<file path="config.mk">
export PLATFORM = sky130hd
export DESIGN_NAME = counter_mod_updown
export DESIGN_NICKNAME = d
export VERILOG_FILES = /design/src/rtl/counter_mod_updown.sv
export SDC_FILE = /design/constraint.sdc
export NUM_CORES = 1
export LEC_CHECK = 0
export CAP_MARGIN = 10
export CELL_PAD_IN_SITES_DETAIL_PLACEMENT = 1
export CELL_PAD_IN_SITES_GLOBAL_PLACEMENT = 2
export CORE_MARGIN = 8
export CORE_UTILIZATION = 27
export CTS_CLUSTER_SIZE = 12
export DETAILED_ROUTE_END_ITERATION = 6
export HOLD_SLACK_MARGIN = 0.03
export PLACE_DENSITY_LB_ADDON = 0.1
export SLEW_MARGIN = 15
export SYNTH_ARGS = -nofsm -noshare
export SYNTH_HDL_FRONTEND = slang
export SYNTH_SLANG_ARGS = --single-unit
export TNS_END_PERCENT = 10
</file>
<file path="constraint.sdc">
create_clock -name clk -period 4.64 [get_ports clk]
set_input_delay 0.928 -clock clk [delete_from_list [all_inputs] [get_ports clk]]
set_output_delay 0.928 -clock clk [all_outputs]
set_load 0.03 [all_outputs]
</file>
<file path="src/rtl/counter_mod_updown.sv">
// Modulo-N up/down counter with optional prescaler, clamped parallel load,
// wrap or saturate at the bounds, a one-cycle bound pulse and a sticky overflow flag.
module counter_mod_updown #(
    parameter int unsigned WIDTH    = 8,
    parameter int unsigned MODULUS  = 10,
    parameter int unsigned PRESCALE = 1,
    parameter int unsigned SATURATE = 0
) (
    input  logic             clk,
    input  logic             reset,
    input  logic             en,
    input  logic             up_dn,
    input  logic             clear,
    input  logic             load,
    input  logic [WIDTH-1:0] load_val,
    output logic [WIDTH-1:0] count,
    output logic             at_max,
    output logic             at_min,
    output logic             wrap_pulse,
    output logic             overflow
);

    // WIDTH+1 bits so MODULUS == 2**WIDTH is representable
    localparam logic [WIDTH:0] LIMIT = (WIDTH+1)'(MODULUS);
    localparam logic [WIDTH:0] MAX   = (WIDTH+1)'(MODULUS - 1);

    logic             step;
    logic [WIDTH:0]   count_ext;
    logic             bound_hit;
    logic [WIDTH-1:0] wrap_val;
    logic [WIDTH-1:0] next_val;
    logic [WIDTH-1:0] load_clamped;

    generate
        if (PRESCALE == 1) begin : g_no_pre
            assign step = en;
        end else begin : g_pre
            localparam int unsigned PW = $clog2(PRESCALE);
            localparam logic [PW-1:0] PRE_LAST = PW'(PRESCALE - 1);
            logic [PW-1:0] pre;

            // Load also restarts the prescale period
            always_ff @(posedge clk) begin
                if (reset || clear || load) begin
                    pre <= '0;
                end else if (en) begin
                    pre <= (pre == PRE_LAST) ? '0 : pre + 1'b1;
                end
            end

            assign step = en && (pre == PRE_LAST);
        end
    endgenerate

    always_comb begin
        count_ext    = {1'b0, count};
        at_max       = (count_ext == MAX);
        at_min       = (count_ext == '0);
        bound_hit    = up_dn ? at_max : at_min;
        wrap_val     = up_dn ? '0 : MAX[WIDTH-1:0];
        next_val     = up_dn ? WIDTH'(count_ext + 1'b1) : WIDTH'(count_ext - 1'b1);
        load_clamped = ({1'b0, load_val} >= LIMIT) ? MAX[WIDTH-1:0] : load_val;
    end

    always_ff @(posedge clk) begin
        if (reset || clear) begin
            count      <= '0;
            wrap_pulse <= 1'b0;
            overflow   <= 1'b0;
        end else if (load) begin
            count      <= load_clamped;
            wrap_pulse <= 1'b0;
        end else if (step) begin
            if (bound_hit) begin
                wrap_pulse <= 1'b1;
                overflow   <= 1'b1;
                if (SATURATE == 0) begin
                    count <= wrap_val;
                end
            end else begin
                count      <= next_val;
                wrap_pulse <= 1'b0;
            end
        end else begin
            wrap_pulse <= 1'b0;
        end
    end

endmodule
</file>
==> results.json <==
{
  "fin_tns_setup_ps": 0,
  "critPathMaxFanout": 10,
  "core-area_um2": 2780,
  "cp.required_ps": 4840,
  "finalMaxSlewViolations": 0,
  "cts_buffers": 3,
  "ios": 26,
  "yosys.cell_types.count": 37,
  "grtUsageMet2_pct": 18.4,
  "portBuffers": 25,
  "post-place-ws_ps": 1360,
  "worst_pin_slew_ps": 537,
  "ys.flop_type": "dfxtp_1",
  "setup_viol": 0,
  "ctsHoldBuffers": 0,
  "period_needed_ps": 3000,
  "critical_path_class": "in -> reg",
  "drive_gt1_share_pct": 7.03,
  "critPathCaptureType": "register",
  "setup_ws_ps": 1640,
  "grt_max_degree": 11,
  "busiest_layer": "met2",
  "rows": 19,
  "fin_skew_ps": 4.31,
  "antenna_found_initial": 0,
  "use_met1_pct": 12.3,
  "grt_pass1_wl_um": 4420,
  "whs_ps": 474,
  "dpl_cell_area_um2": 1070,
  "first_global_vias": 915,
  "fin_nets": 150,
  "synth_warnings": 0,
  "cts_sinks": 10,
  "overflow": 0,
  "syn-num-nets": 122,
  "synth_seq_cells": 10,
  "die-area_um2": 4960,
  "drt_first_pass_iters": 4,
  "cts_resized": 0,
  "status": "complete, no violations",
  "finalPower_mw": 0.266,
  "slew-limit-headroom_pct": 64.0,
  "totalWireLength_um": 2610,
  "min_path_type": "reg -> reg",
  "antenna_left": 0,
  "num_vias": 873,
  "wl_per_cell_um": 16.4,
  "final_area_um2": 1110,
  "grt_util_all_layers_pct": 10.8,
  "clockRootBuffer": "clkbuf_4",
  "rsz0062_at_grt": "no",
  "h-tree-depth": 1,
  "synthCells": 101,
  "seq_area_frac_synth_pct": 25.0,
  "cts_setup_buffers": 0,
  "hold_viol": 0,
  "initial_utilization_pct": 28.7,
  "syn_to_final_growth_pct": 38.7,
  "worstSetupStartpointType": "input port",
  "hpwl_um": 2120,
  "p_leak_nw": 0.414,
  "p_per_area_nw_per_um2": 240,
  "cp.arrival_ps": 3210,
  "synth.top_cell.area_share_pct": 25.0,
  "die_w_um": 70.4,
  "drt-initial-drc-count": 37,
  "fin_crit_sh_pct": 64.7,
  "clk_latency_ps": 270,
  "synth_edf_count": 0,
  "syn_avg_cell_area_um2": 7.92,
  "path_clk_slew_ps": 80,
  "max-vdd-ir-drop_mv": 0.165,
  "use_met3_pct": 4.66,
  "drc": 0,
  "die_h_um": 70.4,
  "yosys-top-cells-area": "dfxtp_1 25%, ha_1 9.4%, nor2_1 6.6%",
  "async_flop_share_pct": 0,
  "cts_tree": "done",
  "max_freq_mhz": 333,
  "yosys.area.top_type": "dfxtp_1",
  "vias_per_cell": 5.49,
  "antennaDiodeCount": 0,
  "gp_congestion": 0.763,
  "cap_violations": 0,
  "synth_area_um2": 800,
  "clockBufferDepth": 2
}
[critical path: stages]
cell	delay (ps)
clkdlybuf4s50_1	580
inv_1	240
ha_1	370
a211oi_1	240
o21ai_1	150
nand3b_1	200
a311o_1	350
a31oi_1	130
[metrics by stage]
stage                     std cells  utilization [%]
after global placement          155             38.6
after CTS                       159             39.9
after global routing            159             39.9
final                           159             39.9
after floorplan                 101                -
after detailed placement        155             38.6
[final timing paths]
check	start	endpoint	slack [ps]	cells past startpoint
worst max-delay path	up_dn	count[7]	1640	8
worst max register to register	count[0]	count[6]	2470	7
worst min register to register	overflow	overflow	470	2
worst min-delay path	overflow	overflow	470	2
[registers in the layout (all words and copies together), names as in the netlist]
name	flops
count	8
wrap_pulse	1
overflow	1
[cells in the final DEF (no fill, tap or decap), types with 3 or more instances in the layout]
cell type / count
o21ai_0: 5
nor2_1: 14
o21a_1: 3
clkdlybuf4s50_1: 25
clkbuf_4: 3
or3_1: 3
nand4_1: 4
nor3_1: 4
dfxtp_1: 10
ha_1: 6
inv_1: 5
xor2_1: 3
a21oi_1: 6
nand2_1: 5
[Yosys cell counts (2+ instances only)]
| master | n |
|---|---|
| nor2_1 | 14 |
| dfxtp_1 | 10 |
| a21oi_1 | 6 |
| ha_1 | 6 |
| inv_1 | 5 |
| nand2_1 | 5 |
| o21ai_0 | 5 |
| nand4_1 | 4 |
| nor3_1 | 4 |
| o21a_1 | 3 |
| or3_1 | 3 |
| xor2_1 | 3 |
| a211oi_1 | 2 |
| a222oi_1 | 2 |
| a31oi_1 | 2 |
| and2_1 | 2 |
| nand3_1 | 2 |
| nor2b_1 | 2 |
| nor4_1 | 2 |
| nor4_2 | 2 |
[routing by layer]
metal	part of all wire, %	wire length [um]	vias to the layer above
li1	-	-	431
met1	44	1150	415
met2	48	1260	25
met3	7.2	187	2
met4	0.61	16	0
met5	0	0	-
[report_power, final]
| part | leakage, nW | switching, mW | internal [mW] |
|---|---|---|---|
| logic | 0.311 | 0.0481 | 0.0401 |
| registers | 0.0813 | 0.00599 | 0.0892 |
| clock network | 0.0210 | 0.0351 | 0.0477 |
| total | 0.414 | 0.0892 | 0.177 |
[layout make-up]
type	count	area, um^2
inverters	5	18.8
flip-flops and latches	10	200
multi-input cells	84	564
repair buffers	25	250
well taps	31	38.8
fillers	346	1670
clock buffers	4	36.3
[cell families (layout without fill, tap and decap cells)]
family	count (synthesis)	after routing	synth area share [%]
AND/OR/NAND/NOR	45	45	30.4
flip-flops	10	10	25.0
AO/OA/AOI/OAI	28	28	23.9
adder cells (fa/ha/maj)	7	7	11.9
XOR/XNOR	4	4	4.38
buffers and inverters	7	34	4.38
No activity file was read; power rests on OpenSTA's default activity.
